$ cat src/rtl/imm_instr_packer.sv
// Packs register fields and a 12-bit immediate into I/S-type RV32 words
// and streams them to instruction memory. Optional: IMM_RANGE_CHECK_EN.
module imm_instr_packer #(
  parameter int          ADDR_W    = 8,
  parameter int unsigned BASE_ADDR = 0
) (
  input  logic              clk,
  input  logic              rst,
  input  logic              start,
  input  logic [ADDR_W:0]   num_words,
  input  logic              in_valid,
  output logic              in_ready,
  input  logic              in_imm_src,
  input  logic [6:0]        in_opcode,
  input  logic [2:0]        in_funct3,
  input  logic [4:0]        in_rd,
  input  logic [4:0]        in_rs1,
  input  logic [4:0]        in_rs2,
  input  logic [31:0]       in_imm,
  output logic              wr_en,
  input  logic              wr_ready,
  output logic [ADDR_W+1:0] wr_addr,
  output logic [31:0]       wr_data,
  output logic              done,
  output logic              imm_err
);

  localparam logic [1:0] S_IDLE = 2'd0;
  localparam logic [1:0] S_RUN  = 2'd1;
  localparam logic [1:0] S_DONE = 2'd2;

  localparam logic [ADDR_W+1:0] BASE = BASE_ADDR[ADDR_W+1:0];
  localparam logic [ADDR_W+1:0] STEP = (ADDR_W+2)'(4);
  localparam logic [ADDR_W:0]   ONE  = (ADDR_W+1)'(1);

  logic [1:0]    state;
  logic [ADDR_W:0] nw;
  logic [ADDR_W:0] issued;
  logic [ADDR_W:0] written;
  logic [ADDR_W:0] written_nxt;
  logic [31:0]   packed_word;
  logic          accept;
  logic          xfer;
  logic          imm_bad;

  assign in_ready = (state == S_RUN) && (issued < nw)
                 && (!wr_en || wr_ready);
  assign accept = in_valid && in_ready;
  assign xfer   = wr_en && wr_ready;
  assign written_nxt = xfer ? written + ONE : written;

`ifdef IMM_RANGE_CHECK_EN
  assign imm_bad = ($signed(in_imm) < -32'sd2048)
                || ($signed(in_imm) > 32'sd2047);
`else
  logic unused_imm;
  assign unused_imm = ^in_imm[31:12];
  assign imm_bad = 1'b0;
`endif

  // Select the field layout for the requested immediate format
  always_comb begin
    packed_word = '0;
    unique case (1'b1)
      in_imm_src:
        packed_word = {in_imm[11:5], in_rs2, in_rs1, in_funct3,
                       in_imm[4:0], in_opcode};
      default:
        packed_word = {in_imm[11:0], in_rs1, in_funct3,
                       in_rd, in_opcode};
    endcase
  end

  // Run-length FSM, counters, address and output register
  always_ff @(posedge clk) begin
    if (rst) begin
      state   <= S_IDLE;
      nw      <= '0;
      issued  <= '0;
      written <= '0;
      wr_en   <= 1'b0;
      wr_data <= '0;
      wr_addr <= BASE;
      done    <= 1'b0;
      imm_err <= 1'b0;
    end else begin
      unique case (state)
        S_IDLE, S_DONE: begin
          if (start) begin
            state   <= S_RUN;
            nw      <= num_words;
            issued  <= '0;
            written <= '0;
            wr_addr <= BASE;
            done    <= 1'b0;
            imm_err <= 1'b0;
          end
        end
        S_RUN: begin
          if (accept) begin
            issued  <= issued + ONE;
            wr_data <= packed_word;
            if (imm_bad)
              imm_err <= 1'b1;
          end
          if (accept)
            wr_en <= 1'b1;
          else if (xfer)
            wr_en <= 1'b0;
          if (xfer)
            wr_addr <= wr_addr + STEP;
          written <= written_nxt;
          if (written_nxt == nw) begin
            state <= S_DONE;
            done  <= 1'b1;
          end
        end
        default: state <= S_IDLE;
      endcase
    end
  end

endmodule
$ cat config.mk
export PLATFORM = sky130hd
export DESIGN_NAME = imm_instr_packer
export DESIGN_NICKNAME = d
export VERILOG_FILES = /design/src/rtl/imm_instr_packer.sv
export SDC_FILE = /design/constraint.sdc
export NUM_CORES = 1
export LEC_CHECK = 0
export BUFFER_PORTS_ARGS = -buffer_cell sky130_fd_sc_hd__buf_2
export CELL_PAD_IN_SITES_DETAIL_PLACEMENT = 0
export CELL_PAD_IN_SITES_GLOBAL_PLACEMENT = 1
export CORE_UTILIZATION = 34
export CTS_BUF_LIST = sky130_fd_sc_hd__clkbuf_4 sky130_fd_sc_hd__clkbuf_8
export DETAILED_ROUTE_END_ITERATION = 10
export PLACE_DENSITY = 0.87
export SLEW_MARGIN = 20
export SYNTH_ARGS = -nofsm -noshare
export SYNTH_HDL_FRONTEND = slang
export SYNTH_SLANG_ARGS = --single-unit
$ cat constraint.sdc
create_clock -name clk -period 4.5 [get_ports clk]
set_input_delay 0.225 -clock clk [delete_from_list [all_inputs] [get_ports clk]]
set_output_delay 0.225 -clock clk [all_outputs]
set_load 0.02 [all_outputs]
# Word level (Yosys, flattened, before mapping)
# Index checks and enable logic that the tools add are counted.
dict set report totals {
  wordCells 54
  reg_bits 73
}
dict set report classes {
  order_cmp 1
  n_addsub 3
  eq_ne 7
  reduce_logical 18
  mux 17
}
# cell n
set op_table {}
lappend op_table {{$pmux W9 S2} 2}
lappend op_table {{$mux W9} 3}
lappend op_table {{$mux W25} 1}
lappend op_table {{$mux W10} 2}
lappend op_table {{$pmux W10 S2} 1}
lappend op_table {{$add A9 B1 Y9 const B} 2}
lappend op_table {{$add A10 B3 Y10 const B} 1}
lappend op_table {{$reduce_and A2 Y1} 5}
lappend op_table {{$eq A9 B9 Y1} 1}
lappend op_table {{$lt A9 B9 Y1} 1}
lappend op_table {{$reduce_and A3 Y1} 3}
lappend op_table {{$ne A2 B2 Y1 const B} 3}
lappend op_table {{$logic_and A1 B1 Y1} 4}
lappend op_table {{$mux W1} 4}
lappend op_table {{$mux W2} 2}
lappend op_table {{$pmux W2 S2} 1}
lappend op_table {{$reduce_bool A2 Y1} 2}
lappend op_table {{$eq A2 B1 Y1 const B} 1}
lappend op_table {{$eq A2 B2 Y1 const B} 1}
lappend op_table {{$logic_not A2 Y1} 1}
lappend op_table {{$ne A2 B1 Y1 const B} 1}
lappend op_table {{$pmux W1 S2} 1}
lappend op_table {{$reduce_or A2 Y1} 1}
lappend op_table {{$logic_not A1 Y1} 1}
lappend op_table {{$logic_or A1 B1 Y1} 1}

# Longest topological paths before layout
dict set report depth {
  depth_word 6
  mapped_depth 10
  ltp_nobuf 8
}

# Least setup slack after synthesis
# OpenSTA, ideal clock, no wires.
dict set report synth_path {
  path_kind {reg-to-reg}
  startpoint {register nw[7]}
  endpoint {register issued[8]}
  path_slack_ns 2.183
  arrival_ns 2.247
  setup_time_ns 0.071
  n_path_buf 1
  stages_incl_launch_ff 10
  required_time_ns 4.429
  period_less_slack_ns 2.317
  cell_sequence {dfxtp_1 inv_1 ha_1 and2_1 a2111oi_4 o211a_4 o211ai_2 buf_6 or4_1 a21oi_1}
}
dict set report synth_via {
  elab_chain_len 6
}
# element line_no
set synth_lines {}
lappend synth_lines {{start: declaration} 37} ;# logic [ADDR_W:0] nw;
lappend synth_lines {{start signal: assignment} 91} ;# nw <= num_words;
lappend synth_lines {{$lt A9 B9 Y1} 46} ;# assign in_ready = (state == S_RUN) && (issued < nw)
lappend synth_lines {{$logic_and A1 B1 Y1} 46}
lappend synth_lines {{$logic_and A1 B1 Y1} 47} ;# && (!wr_en || wr_ready);
lappend synth_lines {{$logic_and A1 B1 Y1} 48} ;# assign accept = in_valid && in_ready;
lappend synth_lines {{$ne A2 B2 Y1 (no source line)} n/a}
lappend synth_lines {{$reduce_and A3 Y1 (no source line)} n/a}
lappend synth_lines {{end signal: assignment} 101} ;# issued <= issued + ONE;
lappend synth_lines {{end: declaration} 38} ;# logic [ADDR_W:0] issued;
# No other way between the ends.
# A chain may end at the register's enable or synchronous reset.

# Final worst setup path
dict set report layout_path {
  startpoint {register nw[7]}
  endpoint {register wr_data[24]}
}
dict set report layout_via {
  elab_chain_len 5
}
# element line_no
set layout_lines {}
lappend layout_lines {{$lt A9 B9 Y1} 46}
lappend layout_lines {{$logic_and A1 B1 Y1} 46}
lappend layout_lines {{$logic_and A1 B1 Y1} 47}
lappend layout_lines {{$logic_and A1 B1 Y1} 48}
lappend layout_lines {{$reduce_and A2 Y1 (no source line)} n/a}
lappend layout_lines {{end signal: assignment} 102} ;# wr_data <= packed_word;
lappend layout_lines {{end: declaration} 23} ;# output logic [31:0] wr_data,
# No other way between the ends.

==> results.json <==
{
  "report.final.slew_viol_count": 0,
  "crit_chain": "inv_1, ha_1, and2_1, a2111oi_4, o211a_4, o211a_1, buf_4, nor2_1, a211oi_1",
  "cts.htree.levels": 3,
  "start_util_pct": 35.6,
  "synth_seq_cells": 71,
  "worstHoldEndpoint": "wr_data[17]",
  "cp-end-kind": "register",
  "final_cell_mix": "94 x buf_2, 78 x nand2_1, 71 x dfxtp_1",
  "clk_path_buf_depth": 2,
  "p_sw_share_pct": 30.5,
  "rsz0062_at_grt": "no",
  "die_w_um": 101,
  "status": "finished, final reports clean",
  "drive_gt1_share_pct": 23.6,
  "die-area_um2": 10200,
  "power.switching_uw": 413,
  "dp_hpwl_um": 5770,
  "hold_ws_ns": 0.113,
  "p_per_area_nw_per_um2": 333,
  "place_area_um2": 3890,
  "p_leak_uw": 0.00171,
  "io_buffers": 94,
  "cts_buffers": 9,
  "ioPinCount": 118,
  "hold_path.class": "in -> reg",
  "grt_overflow_total": 0,
  "row_count": 35,
  "first_pass_iters": 5,
  "synth_ff_type": "dfxtp_1",
  "n_antenna_cell": 0,
  "root_buffer": "clkbuf_8",
  "hp-start": "in_rs1[2]",
  "drt_iter0_markers": 143,
  "final_cell_count_no_fill": 628,
  "layout_min_cycle_time_ns": 2.94,
  "path_buf_inv": 2,
  "drc": 0,
  "syn_avg_cell_area_um2": 8.17,
  "ctsHoldBuffers": 0,
  "critical_path_arrival_ns": 3.18,
  "core_um2": 9370,
  "grt_start_max_net_pins": 58,
  "final_area_um2": 4060,
  "hold_violations": 0,
  "ys_seq_area_share_pct": 42.6,
  "cts_resized": 0,
  "mostFrequentLayoutCell": "buf_2",
  "synthCells": 408,
  "fin_util_pct": 43.3,
  "r2r_start": "nw[7]",
  "fmax_ghz": 0.340,
  "cpMaxStageDelayCell": "o211a_1",
  "fp.dieH_um": 101,
  "avgViaCountPerCell": 4.85,
  "drtAntennaViolNets": 0,
  "r2r-end": "wr_data[24]",
  "insertion_delay_ns": 0.34,
  "fin_setup_tns_ns": 0,
  "clkSlewWorstSetupHoldPaths_ns": 0.08,
  "vias": 3043,
  "irDropWorstVdd_mv": 0.153,
  "startpoint_type": "register",
  "worstSetupPathType": "reg -> reg",
  "clock_power_share_pct": 33.5,
  "finalNetCount": 577,
  "rrSetupSlack_ns": 1.56,
  "path_max_fanout": 23,
  "worst_pin_slew_ns": 0.709,
  "ff2ff_path_depth": 9,
  "crit_required_ns": 4.74,
  "grt_pass1_vias": 2821,
  "synth_cell_types": 43,
  "antenna_found_initial": 0,
  "setup_viol": 0,
  "drt_wl_total_um": 8020,
  "skew_ns": 0.0101,
  "cap_violations": 0,
  "grt_pass1_wl_um": 13200,
  "relSlewSlack_pct": 52.8,
  "area_growth_pct": 21.7,
  "netlist_area_um2": 3330,
  "cts_sinks": 71,
  "hold_depth": 3,
  "p_seq_share_pct": 49.9,
  "power.internal_uw": 939,
  "gr-usage-all-layers_pct": 16.5,
  "synth_edf_count": 0,
  "synthArstFlopShare_pct": 0,
  "globalplace.congestion": 0.840,
  "post-route-period-util_pct": 65.4,
  "comb_power_share_pct": 16.5,
  "cts_tree": "yes",
  "yosysWarnings": 0,
  "crit_family": "compound AO/OA/AOI/OAI gates",
  "post_cts_buffers": 0,
  "wl_per_cell_um": 12.8,
  "dp_cells": 612,
  "max_stage_delay_ns": 0.61
}
-- kinds of logic after synthesis --
logic type,Yosys count,share of synthesized area (%)
AOI/OAI and AO/OA,91,16.8
xor gates and xnor gates,22,5.78
adders and majority gates,11,4.13
buffers and inverters,37,4.88
DFF,71,42.6
muxes,10,3.00
other,1,0.112
and+or+nand+nor,165,22.7
-- layout make-up --
type                            count  area, um2
Clock buffer                        9        124
Tap cell                          129        161
Fill cell                         980       5310
Timing Repair Buffer               98        500
Inverter                           12       45.0
Sequential cell                    71       1420
Multi-Input combinational cell    302       1760
Clock inverter                      7       48.8
-- power by group through the flow --
stage | clock network, uW | logic (uW) | registers, uW
2_1_floorplan | 0 | 134 | 708
3_3_place_gp | 0 | 220 | 688
3_5_place_dp | 0 | 225 | 689
4_1_cts | 473 | 226 | 675
5_1_grt | 500 | 248 | 679
6_report | 453 | 224 | 675
-- metal layers --
layer | part of all wire, % | GRT usage (%) | up-vias | wire length (um)
met5 | 0 | 0 | - | 0
met4 | 1.3 | 5.13 | 0 | 106
met3 | 6.2 | 6.59 | 9 | 495
met2 | 46 | 26.5 | 83 | 3700
met1 | 46 | 20.2 | 1382 | 3710
li1 | - | - | 1569 | -
-- cell usage after synthesis, types with 5 or more instances --
library cell | count | area [um2]
inv_1 | 12 | 45.0
a211oi_1 | 11 | 82.6
o21ai_0 | 10 | 50.1
clkbuf_1 | 16 | 60.1
or3_1 | 5 | 31.3
dfxtp_1 | 71 | 1420
nand2_1 | 78 | 293
a21oi_1 | 54 | 270
xnor2_1 | 13 | 114
and3_1 | 6 | 37.5
nand3_1 | 12 | 60.1
nor2_1 | 37 | 139
ha_1 | 11 | 138
nand4_1 | 7 | 43.8
xor2_1 | 9 | 78.8
mux2i_1 | 10 | 100
-- worst reg2reg max path: cells and delay by family, from the launching register on --
family | cells | cell delay, ns
AOI/OAI and AO/OA | 4 | 1.43
buffers and inverters | 2 | 0.43
DFF | 1 | 0.39
adders and majority gates | 1 | 0.34
and+or+nand+nor | 2 | 0.25
-- flip-flops by register name, indices dropped and copies added, names as in the netlist --
| signal | flops |
|---|---|
| wr_addr | 8 |
| written | 9 |
| state | 2 |
| wr_en | 1 |
| nw | 9 |
| issued | 9 |
| done | 1 |
| wr_data | 32 |
-- stage by stage --
stage	total power (uW)	worst slack (ns)
3_3_place_gp	909	1.65
5_1_grt	1430	1.36
4_1_cts	1370	1.52
2_1_floorplan	841	2.18
3_5_place_dp	915	1.55
6_report	1350	1.56
-- worst max-delay path by stage --
| stage | startpoint | end | slack (ns) | depth (start not counted) |
|---|---|---|---|---|
| 2_1_floorplan | nw[7] | issued[8] | 2.18 | 9 |
| 3_3_place_gp | nw[7] | wr_data[21] | 1.65 | 9 |
| 3_5_place_dp | nw[7] | wr_data[24] | 1.55 | 9 |
| 4_1_cts | nw[7] | wr_data[24] | 1.52 | 9 |
| 5_1_grt | nw[7] | wr_data[24] | 1.36 | 9 |
| 6_report | nw[7] | wr_data[24] | 1.56 | 9 |
Note: power is estimated with default switching activity, not from simulation.
